$ cat src/rtl/pipe_pkg.sv
// Shared pipeline definitions: slot-state encoding and the canonical NOP used
// to fill an empty fetch/decode interface.
package pipe_pkg;

    typedef enum logic [1:0] {
        ST_EMPTY = 2'd0,
        ST_HALF  = 2'd1,
        ST_FULL  = 2'd2
    } slot_state_e;

    // addi x0, x0, 0
    localparam logic [31:0] NOP_INST = 32'h0000_0013;

endpackage

$ cat src/rtl/pipe_slot.sv
// One storage slot of the IF/ID register: a valid flag plus PC/instruction
// payload, with synchronous load and clear. Only the valid flag is reset.
module pipe_slot #(
    parameter int PC_W   = 64,
    parameter int INST_W = 32
) (
    input  logic              clk,
    input  logic              reset,
    input  logic              clear,
    input  logic              load,
    input  logic [PC_W-1:0]   d_pc,
    input  logic [INST_W-1:0] d_inst,
    output logic              valid,
    output logic [PC_W-1:0]   pc,
    output logic [INST_W-1:0] inst
);

    always_ff @(posedge clk) begin
        if (reset || clear) begin
            valid <= 1'b0;
        end else if (load) begin
            valid <= 1'b1;
        end
    end

    // Payload is never reset; consumers qualify it with valid.
    always_ff @(posedge clk) begin
        if (load) begin
            pc   <= d_pc;
            inst <= d_inst;
        end
    end

endmodule

$ cat src/rtl/if_id_skid_reg.sv
// IF/ID pipeline register with ready/valid handshake. Defining IF_ID_SKID_EN
// adds a skid slot (registered in_ready, up to two entries held).
module if_id_skid_reg
    import pipe_pkg::*;
#(
    parameter int PC_W   = 64,
    parameter int INST_W = 32
) (
    input  logic              clk,
    input  logic              reset,
    input  logic              in_valid,
    output logic              in_ready,
    input  logic [PC_W-1:0]   in_pc,
    input  logic [INST_W-1:0] in_inst,
    input  logic              flush,
    output logic              out_valid,
    input  logic              out_ready,
    output logic [PC_W-1:0]   out_pc,
    output logic [INST_W-1:0] out_inst,
    output logic [1:0]        occupancy
);

    localparam logic [INST_W-1:0] NOP_W = INST_W'(NOP_INST);

    slot_state_e state_q, state_d;

    logic              push, pop;
    logic              main_load, main_clear;
    logic              main_valid;
    logic [PC_W-1:0]   main_pc, main_d_pc;
    logic [INST_W-1:0] main_inst, main_d_inst;

`ifdef IF_ID_SKID_EN
    logic              skid_load, skid_clear, from_skid;
    logic              skid_valid;
    logic [PC_W-1:0]   skid_pc;
    logic [INST_W-1:0] skid_inst;
    logic              in_ready_q;
`endif

    assign push      = in_valid & in_ready;
    assign pop       = out_valid & out_ready;
    assign out_valid = (state_q != ST_EMPTY);

    always_comb begin
        state_d    = state_q;
        main_load  = 1'b0;
        main_clear = 1'b0;
`ifdef IF_ID_SKID_EN
        skid_load  = 1'b0;
        skid_clear = 1'b0;
        from_skid  = 1'b0;
`endif
        if (flush) begin
            state_d    = ST_EMPTY;
            main_clear = 1'b1;
`ifdef IF_ID_SKID_EN
            skid_clear = 1'b1;
`endif
        end else begin
            case (state_q)
                ST_EMPTY: begin
                    if (push) begin
                        state_d   = ST_HALF;
                        main_load = 1'b1;
                    end
                end
                ST_HALF: begin
                    if (push && pop) begin
                        main_load = 1'b1;
                    end else if (pop) begin
                        state_d    = ST_EMPTY;
                        main_clear = 1'b1;
                    end else if (push) begin
`ifdef IF_ID_SKID_EN
                        state_d   = ST_FULL;
                        skid_load = 1'b1;
`endif
                    end
                end
`ifdef IF_ID_SKID_EN
                ST_FULL: begin
                    // in_ready is low here, so a pop simply promotes the skid entry.
                    if (pop) begin
                        state_d    = ST_HALF;
                        main_load  = 1'b1;
                        from_skid  = 1'b1;
                        skid_clear = 1'b1;
                    end
                end
`endif
                default: begin
                    state_d    = ST_EMPTY;
                    main_clear = 1'b1;
                end
            endcase
        end
    end

    always_ff @(posedge clk) begin
        if (reset) begin
            state_q <= ST_EMPTY;
        end else begin
            state_q <= state_d;
        end
    end

`ifdef IF_ID_SKID_EN
    always_ff @(posedge clk) begin
        if (reset) begin
            in_ready_q <= 1'b1;
        end else begin
            in_ready_q <= (state_d != ST_FULL);
        end
    end

    assign in_ready    = in_ready_q;
    assign main_d_pc   = from_skid ? skid_pc   : in_pc;
    assign main_d_inst = from_skid ? skid_inst : in_inst;
    assign occupancy   = {1'b0, main_valid} + {1'b0, skid_valid};

    pipe_slot #(
        .PC_W   (PC_W),
        .INST_W (INST_W)
    ) u_skid_slot (
        .clk    (clk),
        .reset  (reset),
        .clear  (skid_clear),
        .load   (skid_load),
        .d_pc   (in_pc),
        .d_inst (in_inst),
        .valid  (skid_valid),
        .pc     (skid_pc),
        .inst   (skid_inst)
    );
`else
    assign in_ready    = !out_valid | out_ready;
    assign main_d_pc   = in_pc;
    assign main_d_inst = in_inst;
    assign occupancy   = {1'b0, main_valid};
`endif

    pipe_slot #(
        .PC_W   (PC_W),
        .INST_W (INST_W)
    ) u_main_slot (
        .clk    (clk),
        .reset  (reset),
        .clear  (main_clear),
        .load   (main_load),
        .d_pc   (main_d_pc),
        .d_inst (main_d_inst),
        .valid  (main_valid),
        .pc     (main_pc),
        .inst   (main_inst)
    );

    // Empty interface presents PC 0 and a NOP rather than stale payload.
    assign out_pc   = main_valid ? main_pc   : '0;
    assign out_inst = main_valid ? main_inst : NOP_W;

endmodule

$ cat config.mk
export PLATFORM = sky130hd
export DESIGN_NAME = if_id_skid_reg
export DESIGN_NICKNAME = d
export VERILOG_FILES = /design/src/rtl/pipe_pkg.sv /design/src/rtl/pipe_slot.sv /design/src/rtl/if_id_skid_reg.sv
export SDC_FILE = /design/constraint.sdc
export NUM_CORES = 1
export LEC_CHECK = 0
export ABC_AREA = 1
export CAP_MARGIN = 40
export CORE_ASPECT_RATIO = 1.25
export CORE_MARGIN = 2
export CORE_UTILIZATION = 39
export CTS_BUF_LIST = sky130_fd_sc_hd__clkbuf_8 sky130_fd_sc_hd__clkbuf_16
export CTS_CLUSTER_SIZE = 30
export DETAILED_ROUTE_END_ITERATION = 7
export PLACE_DENSITY = 0.88
export SYNTH_ARGS = -nofsm -noshare
export SYNTH_HDL_FRONTEND = slang
export SYNTH_SLANG_ARGS = --single-unit
$ cat constraint.sdc
create_clock -name clk -period 3.93 [get_ports clk]
set_input_delay 0.786 -clock clk [delete_from_list [all_inputs] [get_ports clk]]
set_output_delay 0.786 -clock clk [all_outputs]
set_load 0.005 [all_outputs]
# [Word-level counts from Yosys, hierarchy flattened]
# Cells that the tools add are included.
[op_classes] reduce_logical=7 mux=14 n_bitwise=3 eq_ne=4
[ops] cell="two-way mux 64 bit" count=1
[ops] cell="two-way mux 32 bit" count=1
[ops] cell="two-way mux 1 bit" count=6
[ops] cell="two-way mux 2 bit" count=3
[ops] cell="inequality test 2 bit, second input constant" count=3
[ops] cell="case mux 1 bit (2 select lines)" count=2
[ops] cell="case mux 2 bit (2 select lines)" count=1
[ops] cell="AND reduction 3 bit" count=1
[ops] cell="bitwise AND 1 bit" count=2
[ops] cell="== test 2 x 1 -> 1 bit, second input constant" count=1
[ops] cell="logical NOT 2 bit" count=1
[ops] cell="nonzero test 2 bit" count=1
[ops] cell="OR reduction 2 bit" count=1
[ops] cell="logical AND 1 bit" count=1
[ops] cell="logical NOT 1 bit" count=1
[ops] cell="logical OR 1 bit" count=1
[ops] cell="bitwise OR 1 bit" count=1
[totals] in_bits=101 reg_bits=99

# [Logic depth before layout (Yosys ltp)]
[depth] ltp_word=9 mapped_depth=4 mapped_depth_nobuf=4

# [Modules after synthesis]
# A second synthesis with hierarchy kept.
[unflattened] cells_unflattened=320 hier_area_um2=3842.4
[modules_own_cells] mod="pipe_slot" seq_area_each_um2=2902.8 cells_per_inst=102 n_inst=1 area_per_inst_um2=2921.6
[modules_own_cells] mod="if_id_skid_reg" seq_area_each_um2=20.0 cells_per_inst=218 n_inst=1 area_per_inst_um2=920.9

# [Worst setup path after synthesis]
# OpenSTA, ideal clock, no wires.
[synth_timing] path_kind="input -> register" startpoint="in out_ready" endpoint="reg u_main_slot.inst[0] (enable)" t_arrival_ns=2.840 setup_slack_ns=0.640 required_ns=3.480 cell_stages=4 path_buffers=0 cell_sequence="inv_1 -> nand2_1 -> nand2_1 -> inv_1"
[synth_between] elab_chain_cells=6 word_cells_on_any_way=8
[synth_lines] element="start: declaration" line_no="if_id_skid_reg.sv:17" source="input logic out_ready,"
[synth_lines] element="bitwise OR 1 bit (*)" line_no="if_id_skid_reg.sv:137" source="assign in_ready = !out_valid | out_ready;"
[synth_lines] element="via in_ready" line_no="if_id_skid_reg.sv:12" source="output logic in_ready,"
[synth_lines] element="bitwise AND 1 bit (*)" line_no="if_id_skid_reg.sv:41" source="assign push = in_valid & in_ready;"
[synth_lines] element="logical AND 1 bit" line_no="if_id_skid_reg.sv:69" source="if (push && pop) begin"
[synth_lines] element="two-way mux 1 bit" line_no="if_id_skid_reg.sv:69"
[synth_lines] element="case mux 1 bit (2 select lines) (*)" line_no="if_id_skid_reg.sv:61" source="case (state_q)"
[synth_lines] element="two-way mux 1 bit (*)" line_no="if_id_skid_reg.sv:54" source="if (flush) begin"
[synth_lines] element="via main_load" line_no="if_id_skid_reg.sv:28" source="logic main_load, main_clear;"
[synth_lines] element="end signal: assignment" line_no="pipe_slot.sv:30" source="inst <= d_inst;"
[synth_lines] element="end: declaration" line_no="pipe_slot.sv:15" source="output logic [INST_W-1:0] inst"
# The timed path passes the listed nets; every way through them passes the cells marked *.
# A chain may end at the register's enable or synchronous reset.

# [Worst setup path in the final report]
[layout_timing] startpoint="reg u_main_slot.valid" endpoint="out out_pc[33]"
[layout_between] elab_chain_cells=1
[layout_lines] element="start: declaration" line_no="pipe_slot.sv:13" source="output logic valid,"
[layout_lines] element="start signal: assignment" line_no="pipe_slot.sv:20" source="valid <= 1'b0;"
[layout_lines] element="start signal: assignment" line_no="pipe_slot.sv:22" source="valid <= 1'b1;"
[layout_lines] element="two-way mux 64 bit" line_no="if_id_skid_reg.sv:159" source="assign out_pc = main_valid ? main_pc : '0;"
[layout_lines] element="end: declaration" line_no="if_id_skid_reg.sv:18" source="output logic [PC_W-1:0] out_pc,"
# Every way passes these cells.

==> summary.md <==
| Metric | Value |
|---|---|
| Worst path required time | `3.14 ns` |
| Share of layout cells above drive strength 1 | `0.0368` |
| Routed WL per cell | `14.0 um` |
| Place WS | `1.24 ns` |
| Hold slack | `0.565 ns` |
| Slowest-stage cell, CP | `dfxtp_4` |
| Vias in the first global route | `2752` |
| Leakage | `0.00282 uW` |
| Area contributors post-synth | `edfxtp_1, inv_1, nand2_1, buf_6, dfxtp_1` |
| Unique masters post-synth | `13` |
| Tot GR Track Use | `0.167` |
| Setup skew after layout | `0.00510 ns` |
| Worst-Margin Slew | `0.697 ns` |
| Die Span X | `92.4 um` |
| Die Height | `114 um` |
| Grt peak-use layer | `met2` |
| Final WS setup | `0.957 ns` |
| Area growth syn-to-layout | `61.1%` |
| Syn_area_per_cell | `12.2 um^2` |
| CTS Root Cell | `clkbuf_16` |
| H-tree depth | `3` |
| TritonCTS Buffers | `9` |
| Register area share after synthesis | `0.768` |
| Port bufs | `199` |
| CTS max path bufs | `2` |
| Final Hold Viols | `0` |
| Routed WL | `8.99 mm` |
| Vias | `2688` |
| CTS tree | `done` |
| Routed vias/inst | `4.18` |
| Setup TNS | `0 ns` |
| Initial antenna violation count | `0` |
| Overflow after GRT | `0` |
| First-pass GRT wire length | `13.3 mm` |
| DP HPWL | `6.81 mm` |
| Commonest non-fill, non-tap cells in the layout | `clkdlybuf4s50_1, inv_1, nand2_1, edfxtp_1, clkbuf_16` |
| Post-route clock period utilization | `0.756` |
| Antenna Cells | `0` |
| Fin crit period | `2.97 ns` |
| Core area | `9560 um^2` |
| Post-CTS Resized | `0` |
| Initial DRC count | `87` |
| Routability cong. | `0.777` |
| I/O pins | `201` |
| Cell-by-cell trace of the critical path | `buf_4 > nand2_1 > inv_1 > clkdlybuf4s50_1` |
| Maximum VDD drop | `0.000241 V` |
| Worst path arrival time | `2.19 ns` |
| Largest net degree at the start of global routing | `71` |
| Final nets | `613` |
| Run status | `finished clean` |
| Cell taking the most area after synthesis | `edfxtp_1` |
| CP max stage delay | `0.77 ns` |
| Commonest non-fill, non-tap cell in the layout | `clkdlybuf4s50_1` |
| Max_cap viols | `0` |
| Syn Inst Count | `312` |
| Largest fanout on the critical path | `70` |
| Post CTS Setup Buffer Count | `0` |
| Row cnt | `40` |
| Hold_buf cts | `0` |
| Final Slew Violations | `0` |
| DR pass1 iterations | `4` |
| Setup crit start kind | `flip-flop` |
| Cell Area, Synth | `3810 um^2` |
| Power per cell area | `352 nW/um^2` |
| Synth warn | `0` |
| Die area | `10600 um^2` |
| Antenna-violating nets left | `0` |
| Hold crit path type | `flip-flop to flip-flop` |
| Max_slew headroom | `0.535` |
| Routing usage on met3 | `0.0375` |
| DRC viols | `0` |
| Clk sinks | `98` |
| Synthesized net count | `413` |
| Final setup viols | `0` |
| Initial core utilization | `0.398` |
| Pwr Total | `2160 uW` |
| Met2 Resource Use GR | `0.319` |
| Clock Latency Late Sink | `0.33 ns` |
| Synth Register Bits | `98` |
| Nature of the critical path endpoint | `primary output` |
| Post-synth top area share | `0.757` |
| RSZ-0062 raised after global routing | `false` |
| Met1 usage | `0.167` |
| Peak Freq | `336 MHz` |
| Critical path class | `flip-flop to primary output` |
| Clk pin slew, worst setup/hold paths | `0.06 ns` |
## path summary, 6_finish.rpt
kind | from | endpoint | slack [ns] | depth (start not counted)
hold reg to reg | state_q[0] | u_main_slot.valid | 0.56 | 3
hold / removal | state_q[0] | u_main_slot.valid | 0.56 | 3
setup reg to reg | state_q[0] | u_main_slot.inst[0] | 2.24 | 4
setup / recovery | u_main_slot.valid | out_pc[33] | 0.96 | 4
## Yosys cell counts, drive strengths merged
cell,count
inv,97
edfxtp,96
nand2,96
buf,12
or2,3
dfxtp,2
nor2,2
a21boi,1
a21oi,1
conb,1
nand3,1
## flip-flops by register name, summed over array words and instances, names as in the netlist
register           flops
state_q                1
u_main_slot.pc        64
u_main_slot.valid      1
u_main_slot.inst      32
## area by class of cell
| cell class | instances | area [um^2] |
|---|---|---|
| Sequential cell | 98 | 2930 |
| Fill cell | 714 | 3430 |
| Inverter | 97 | 367 |
| Tap cell | 126 | 158 |
| Multi-Input combinational cell | 105 | 408 |
| Clock inverter | 7 | 30.0 |
| Clock buffer | 9 | 225 |
| Timing Repair Buffer | 201 | 2020 |
## power by group
group / total, uW / leakage, uW / switching [uW] / internal, uW
logic: 190 / 0.00176 / 60.2 / 130
clock network: 753 / 0.000140 / 336 / 416
registers: 1220 / 0.000916 / 18.6 / 1200
## kinds of logic after synthesis
group / synth area share
buf+inv: 0.125
flops: 0.768
compound gates: 0.00329
other cells: 0.000985
simple gates: 0.103
## worst max-delay path, delay by kind of cell, from the launching register on
kind,cells,cell delay [ns]
flops,1,0.77
buf+inv,3,0.99
simple gates,1,0.10
## metrics by stage
step / util / std cells / area, um^2
CTS: 0.642 / 643 / 6130
finish: 0.642 / 643 / 6130
global route: 0.642 / 643 / 6130
global placement: 0.615 / 627 / 5880
floorplan: - / 312 / 3810
detailed placement: 0.615 / 627 / 5880
## layer usage
| metal | vias up | routed length, um |
|---|---|---|
| met5 | - | 0 |
| met4 | 0 | 196 |
| met3 | 13 | 583 |
| met2 | 106 | 5140 |
| met1 | 1235 | 3070 |
| li1 | 1334 | - |
No activity file was read; power rests on OpenSTA's default activity.
